==> config.mk <==
export PLATFORM = sky130hd
export DESIGN_NAME = fetch_stage
export DESIGN_NICKNAME = d
export VERILOG_FILES = /design/src/rtl/fetch_stage.sv
export SDC_FILE = /design/constraint.sdc
export NUM_CORES = 1
export LEC_CHECK = 0
export ABC_AREA = 1
export ABC_CLOCK_PERIOD_IN_PS = 2300
export BUFFER_PORTS_ARGS = -buffer_cell sky130_fd_sc_hd__buf_4
export CORE_AREA = 2 2 137 139
export DETAILED_ROUTE_END_ITERATION = 10
export DIE_AREA = 0 0 139 141
export GPL_ROUTABILITY_DRIVEN = 1
export HOLD_SLACK_MARGIN = 0.1
export PLACE_DENSITY = 0.76
export SETUP_SLACK_MARGIN = 0.5
export SLEW_MARGIN = 20
export SYNTH_ARGS = -nofsm -noshare
export SYNTH_HDL_FRONTEND = slang
export SYNTH_SLANG_ARGS = --single-unit
==> constraint.sdc <==
create_clock -name clk -period 2.3 [get_ports clk]
set_clock_uncertainty 0.1 [all_clocks]
set_input_delay 0.115 -clock clk [delete_from_list [all_inputs] [get_ports clk]]
set_output_delay 0.115 -clock clk [all_outputs]
set_load 0.01 [all_outputs]
==> src/rtl/fetch_stage.sv <==
// Instruction-fetch stage: PC, one-outstanding req/gnt/rvalid fetch, skid buffer and IF/ID register.
// Optional performance counters are built when FETCH_PERF_CNT_EN is defined.
module fetch_stage #(
  parameter logic [31:0] RESET_PC = 32'h0000_0000
) (
  input  logic        clk,
  input  logic        reset,
  input  logic        stall_ip,
  input  logic        branch_taken_ip,
  input  logic [31:0] branch_target_ip,
  output logic        instr_mem_req_op,
  output logic [31:0] instr_mem_addr_op,
  input  logic        instr_mem_gnt_ip,
  input  logic        instr_mem_rvalid_ip,
  input  logic [31:0] instr_mem_rdata_ip,
  output logic        ID_valid_op,
  output logic [31:0] ID_instr_op,
  output logic [31:0] ID_pc_op,
  output logic [6:0]  ID_instr_opcode_op,
  output logic [4:0]  ID_src1_addr_op,
  output logic [4:0]  ID_src2_addr_op,
  output logic [31:0] stall_cycles_op,
  output logic [31:0] flush_count_op
);

  typedef enum logic [1:0] {S_FETCH, S_WAIT, S_DROP, S_FULL} state_t;

  state_t      r_state;
  logic [31:0] r_pc;
  logic [31:0] r_buf_instr;
  logic [31:0] r_buf_pc;
  logic        r_id_valid;
  logic [31:0] r_id_instr;
  logic [31:0] r_id_pc;

  logic        w_req;
  logic        w_fire;
  logic        w_pending;
  logic [31:0] w_target;

  assign w_target = branch_target_ip & ~32'h3;

  // NOTE: every signal written in always_comb gets a default first so no latch is inferred.
  always_comb begin
    w_req = 1'b0;
    case (r_state)
      S_FETCH: w_req = 1'b1;
      S_WAIT:  w_req = instr_mem_rvalid_ip && !stall_ip;
      S_DROP:  w_req = instr_mem_rvalid_ip;
      default: w_req = 1'b0;
    endcase
    w_req = w_req && reset;
  end

  assign w_fire    = w_req && instr_mem_gnt_ip;
  // A request is still in flight after this cycle if one was just granted or the pending one did not return.
  assign w_pending = w_fire ||
                     (((r_state == S_WAIT) || (r_state == S_DROP)) && !instr_mem_rvalid_ip);

  // NOTE: sequential state uses non-blocking assignments so all flops update from pre-edge values.
  always_ff @(posedge clk or negedge reset) begin
    if (!reset) begin
      r_state     <= S_FETCH;
      r_pc        <= RESET_PC;
      r_buf_instr <= '0;
      r_buf_pc    <= '0;
      r_id_valid  <= 1'b0;
      r_id_instr  <= '0;
      r_id_pc     <= '0;
    end else if (branch_taken_ip) begin
      // Leaving FULL is what empties the skid buffer; its state is its valid bit.
      r_id_valid <= 1'b0;
      r_pc       <= w_target;
      r_state    <= w_pending ? S_DROP : S_FETCH;
    end else begin
      if (w_fire) r_pc <= r_pc + 32'd4;
      if (!stall_ip) r_id_valid <= 1'b0;
      case (r_state)
        S_FETCH: if (instr_mem_gnt_ip) r_state <= S_WAIT;
        S_WAIT: begin
          if (instr_mem_rvalid_ip) begin
            if (!stall_ip) begin
              r_id_valid <= 1'b1;
              r_id_instr <= instr_mem_rdata_ip;
              r_id_pc    <= r_pc - 32'd4;
              r_state    <= instr_mem_gnt_ip ? S_WAIT : S_FETCH;
            end else begin
              r_buf_instr <= instr_mem_rdata_ip;
              r_buf_pc    <= r_pc - 32'd4;
              r_state     <= S_FULL;
            end
          end
        end
        S_DROP: if (instr_mem_rvalid_ip) r_state <= instr_mem_gnt_ip ? S_WAIT : S_FETCH;
        S_FULL: begin
          if (!stall_ip) begin
            r_id_valid <= 1'b1;
            r_id_instr <= r_buf_instr;
            r_id_pc    <= r_buf_pc;
            r_state    <= S_FETCH;
          end
        end
        default: r_state <= S_FETCH;
      endcase
    end
  end

  assign instr_mem_req_op   = w_req;
  assign instr_mem_addr_op  = r_pc;
  assign ID_valid_op        = r_id_valid;
  assign ID_instr_op        = r_id_instr;
  assign ID_pc_op           = r_id_pc;
  assign ID_instr_opcode_op = r_id_instr[6:0];
  assign ID_src1_addr_op    = r_id_instr[19:15];
  assign ID_src2_addr_op    = r_id_instr[24:20];

`ifdef FETCH_PERF_CNT_EN
  logic [31:0] r_stall_cycles;
  logic [31:0] r_flush_count;

  always_ff @(posedge clk or negedge reset) begin
    if (!reset) begin
      r_stall_cycles <= '0;
      r_flush_count  <= '0;
    end else begin
      if (stall_ip && r_id_valid && (r_stall_cycles != 32'hFFFF_FFFF))
        r_stall_cycles <= r_stall_cycles + 32'd1;
      if (branch_taken_ip && (r_flush_count != 32'hFFFF_FFFF))
        r_flush_count <= r_flush_count + 32'd1;
    end
  end

  assign stall_cycles_op = r_stall_cycles;
  assign flush_count_op  = r_flush_count;
`else
  assign stall_cycles_op = 32'd0;
  assign flush_count_op  = 32'd0;
`endif

endmodule

# Word-level counts from Yosys, hierarchy flattened
# Cells that the tools add are included.
# op_classes
addsub	2
mul	0
n_div	0
magnitude_cmp	0
eq_ne	10
shift	0
muxes	25
n_bitwise	1
reduce_logical	14
# op_table
operator	n
two-way mux 32 bit	8
case mux 32 bit (2 select lines)	2
adder 32 x 3 -> 32 bit (second input constant)	1
subtractor 32 x 3 -> 32 bit (second input constant)	1
two-way mux 2 bit	7
inequality test 3 bit (second input constant)	4
case mux 2 bit (4 select lines)	1
AND reduction 4 bit	2
inequality test 2 bit (second input constant)	3
two-way mux 1 bit	5
AND reduction 5 bit	1
equality test 2 bit (second input constant)	2
logical AND 1 bit	4
nonzero test 2 bit	2
case mux 1 bit (3 select lines)	1
equality test 2 x 1 -> 1 bit (second input constant)	1
logical NOT 1 bit	2
logical NOT 2 bit	1
logical OR 1 bit	2
case mux 1 bit (2 select lines)	1
NOT 1 bit	1
# totals
reg_bits	163
latchBits	0
mem_bits_rw	0
rom_bits	0
inputBits	70
memories	0

# Depth between registers and ports, before layout
# depth
ltp_word	8
mapped_depth	13
mapped_depth_nobuf	12

# Least setup slack after synthesis
# No wires, ideal clock.
# synth_timing
path_kind	reg-to-reg
startpoint	register r_state[1]
endpoint	register r_id_pc[18], in the netlist ID_pc_op[18]
setup_ns	0.124
arrival_time_ns	1.531
path_slack_ns	0.545
path_stages_with_launch	12
path_buffers	2
cell_sequence	dfrtp_1 > inv_1 > ha_1 > nand2_1 > inv_2 > nor2_1 > nor3_4 > inv_2 > buf_2 > buf_4 > nand2_1 > nand2_1
# synth_via
elab_chain_cells	3
# synth_lines
item	line	rtl
start, declared	28	state_t r_state;
start signal, assigned	74	r_state <= w_pending ? S_DROP : S_FETCH;
start signal, assigned	86	r_state <= instr_mem_gnt_ip ? S_WAIT : S_FETCH;
start signal, assigned	94	S_DROP: if (instr_mem_rvalid_ip) r_state <= instr_mem_gnt_ip ? S_WAIT : S_FETCH;
equality test 2 x 1 -> 1 bit or equality test 2 bit (tied branches)	78	case (r_state)
inequality test 2 bit (no source line) or nonzero test 2 bit (tied branches)	--	
AND reduction 5 bit (no source line)	--	
end signal, assigned	85	r_id_pc <= r_pc - 32'd4;
end signal, assigned	99	r_id_pc <= r_buf_pc;
end, declared	34	logic [31:0] r_id_pc;
# Parallel ways exist; a longest one is shown, timed or not.
# A chain may end at the register's enable or synchronous reset.

# Worst setup path after layout
# layout_timing
startpoint	register r_state[1]
endpoint	register r_id_pc[10], in the netlist ID_pc_op[10]
# Same word-level chain as after synthesis.

==> run metrics <==
status finished clean; WS Path Type register to register; drt pass-1 iters 5; share of the synthesized area in the top cell type 42.9%; leakage power about 6.5 nW; Worst EP required 2.51 ns; Via density approximately 5.3; Sinks on Clock Net around 160; H-tree depth 4; Synth Cell Area roughly 0.009 mm2; share of layout cells above drive strength 1 ~28%; most frequent cells in the layout nand2_1, buf_4, dfrtp_1, nor2_1, dlygate4sd3_1; top post-synthesis cells by area dfrtp_1, nand2_1, buf_4; GRT overflow 0; most common cell after layout, fill and taps aside nand2_1; Max-cap violations 0; CP Launch Point r_state[1]$_DFFE_PN0P_; via count a little under 10,000; Sw Share about two fifths; sequential cell area fraction in the yosys report between 40% and 50%; hold endpoint instr_mem_addr_op[31]$_DFFE_PN0P_; pre-CTS setup slack around 0.18 ns; Design Area, Final between 0.01 and 0.015 mm2; #FFs+latches synth 157; Final Slew Violations 0; hold_sp branch_taken_ip; largest net degree at the start of global routing between 70 and 80; Worst-Margin Slew 0.742 ns; die width between 100 and 150 um; Core Rows 50; IO buf count between 150 and 200; Routed WL around 32,000 um; Synth area leader dfrtp_1; starting density of the core ~50%; # nets final between 1,500 and 2,000; dpl hpwl around 17,000 um; EDFF count, synth 0; f_max approximately 500 MHz; endpoints failing setup 0; CTS tree built; Die Area approximately 0.02 mm2; placed inst area 0.0103 mm2; setup ws final 0.311 ns; VDD IR-drop max around 0.66 mV; DR iter-0 viols roughly 910; Synth Warn # 0; Seq pwr share approximately 36%; Worst-path clk slew approximately 0.07 ns; ANT cells 0; Clk pwr share between 20% and 30%; IO Count 249; Routed Antenna Nets 0; R2R depth 12; vias in the first global route roughly 8,400; Distinct cells, synth 31; Syn-to-layout area delta 43.8%; hold path depth 5; fin crit share between 80% and 90%; CTS max path bufs 2; net switching power between 0.005 and 0.006 W; FF-to-FF Start r_state[1]$_DFFE_PN0P_; setup TNS 0 ns; Post-Synthesis Cells between 1,000 and 1,500; Synth async-reset ratio 100%; CP startpoint kind register; clk_lat worst skew about 0.43 ns; Worst Path Max Fanout 6; first-pass GRT wire length 42,600 um; final hold vios 0; RR Endpoint ID_pc_op[10]$_DFFE_PN0P_; cell internal pwr approximately 0.0084 W; DRC viols 0; core area about 0.018 mm2; final core occ between 70% and 80%; aggregate global-route resource usage between 20 and 30%; Comb power frac a little over two fifths; Avg Cell Area, Syn around 7 um2; RePlAce Congestion slightly above 0.9; CTS root buffer clkbuf_16; main flop type after synthesis dfrtp_1; slew margin rel. between 50% and 60%; Num CTS Buffers 17; Hold Crit Class input pin to register; crit end category register; critical path arrival 2.20 ns; FF-to-FF setup slack 0.31 ns; Final min period just under 2 ns; initial antenna violation count 1; WL/cell 17.6 um; PwrDens around 1000 mW/mm2; RSZ-0062 raised after global routing true; die height around 140 um
-- through the flow --
stage          cells  total power [W]  hold slack [ns]
2_1_floorplan   1360          0.00761           -0.281
3_3_place_gp    1635          0.00932           -0.165
3_5_place_dp    1635          0.00948           -0.165
4_1_cts         1759           0.0128            0.107
5_1_grt         1808           0.0146            0.130
6_report        1808           0.0138            0.108
-- worst max-delay path, stage by stage, from the launching register on --
cell,delay (ns)
dfrtp_1,0.39
inv_2,0.07
ha_4,0.18
buf_6,0.12
nor2_4,0.10
nor2_4,0.05
nor3_4,0.21
buf_12,0.16
inv_4,0.05
buf_12,0.14
clkbuf_16,0.17
nand2_1,0.06
o21ai_1,0.07
-- synthesized netlist by cell type, types with 3 or more instances --
library cell / instances
a21oi_1: 17
a31oi_1: 46
buf_2: 37
buf_4: 89
clkbuf_1: 26
dfrtp_1: 157
ha_1: 7
inv_1: 68
inv_2: 5
nand2_1: 482
nand2_2: 3
nand3_1: 66
nand4_1: 13
nor2_1: 173
nor2_2: 3
nor3_1: 3
nor3_2: 3
o211ai_1: 10
o21ai_0: 43
o21ai_1: 16
xor2_1: 16
-- flip-flops by register name, indices dropped and copies added, names as in the netlist --
name               cells
ID_instr_op           32
r_buf_instr           32
ID_pc_op              30
instr_mem_addr_op     30
r_buf_pc              30
r_state                2
ID_valid_op            1
-- per-layer routing --
layer / wire, um / up-vias / GRT usage, %
li1: - / 4487 / -
met1: 12500 / 4473 / 36.3
met2: 15500 / 549 / 44.6
met3: 2600 / 94 / 4.42
met4: 1250 / 0 / 9.46
met5: 0 / - / 0
-- power groups by stage --
stage | logic, W | clock network, W | registers (W)
after CTS | 0.00499 | 0.00293 | 0.00485
after detailed placement | 0.00461 | 0 | 0.00488
after global placement | 0.00451 | 0 | 0.00480
final | 0.00587 | 0.00291 | 0.00504
after floorplan | 0.00274 | 0 | 0.00488
after global routing | 0.00640 | 0.00306 | 0.00518
-- cells by family (layout without fill, tap and decap cells) --
logic type	after synthesis	count (layout)	synth area share, %
AOI/OAI and AO/OA	133	133	8.21
DFF	157	157	42.9
and+or+nand+nor	752	752	32.9
adders and majority gates	7	7	0.956
buffers and inverters	227	441	13.5
xor gates and xnor gates	16	16	1.53
other	1	68	0.0409
-- layout make-up --
class | instances | area [um2]
Fill cell | 1402 | 5100
Clock inverter | 13 | 154
Sequential cell | 157 | 3950
Inverter | 73 | 310
Timing Repair Buffer | 332 | 3180
Tap cell | 234 | 293
Multi-Input combinational cell | 976 | 4790
Clock buffer | 19 | 453
Timing Repair inverter | 4 | 37.5
-- worst max path at each step --
stage                                                    to  cells after the start
after global routing                ID_pc_op[2]$_DFFE_PN0P_                     11
after CTS                       ID_instr_op[25]$_DFFE_PN0P_                     10
after detailed placement  instr_mem_addr_op[21]$_DFFE_PN0P_                     12
after global placement    instr_mem_addr_op[20]$_DFFE_PN0P_                     13
final                              ID_pc_op[10]$_DFFE_PN0P_                     12
after floorplan                    ID_pc_op[18]$_DFFE_PN0P_                     11
-- repair_timing --
action                                  in CTS  in global routing
buffers inserted                            10                 24
gates cloned                                 2                 25
pin swaps                                    4                 24
endpoints found under the setup margin     155                105
gates resized for setup                     50                177
hold endpoints to repair                   254                  0
hold buffers                                80                  0
No activity file was read; power rests on OpenSTA's default activity.
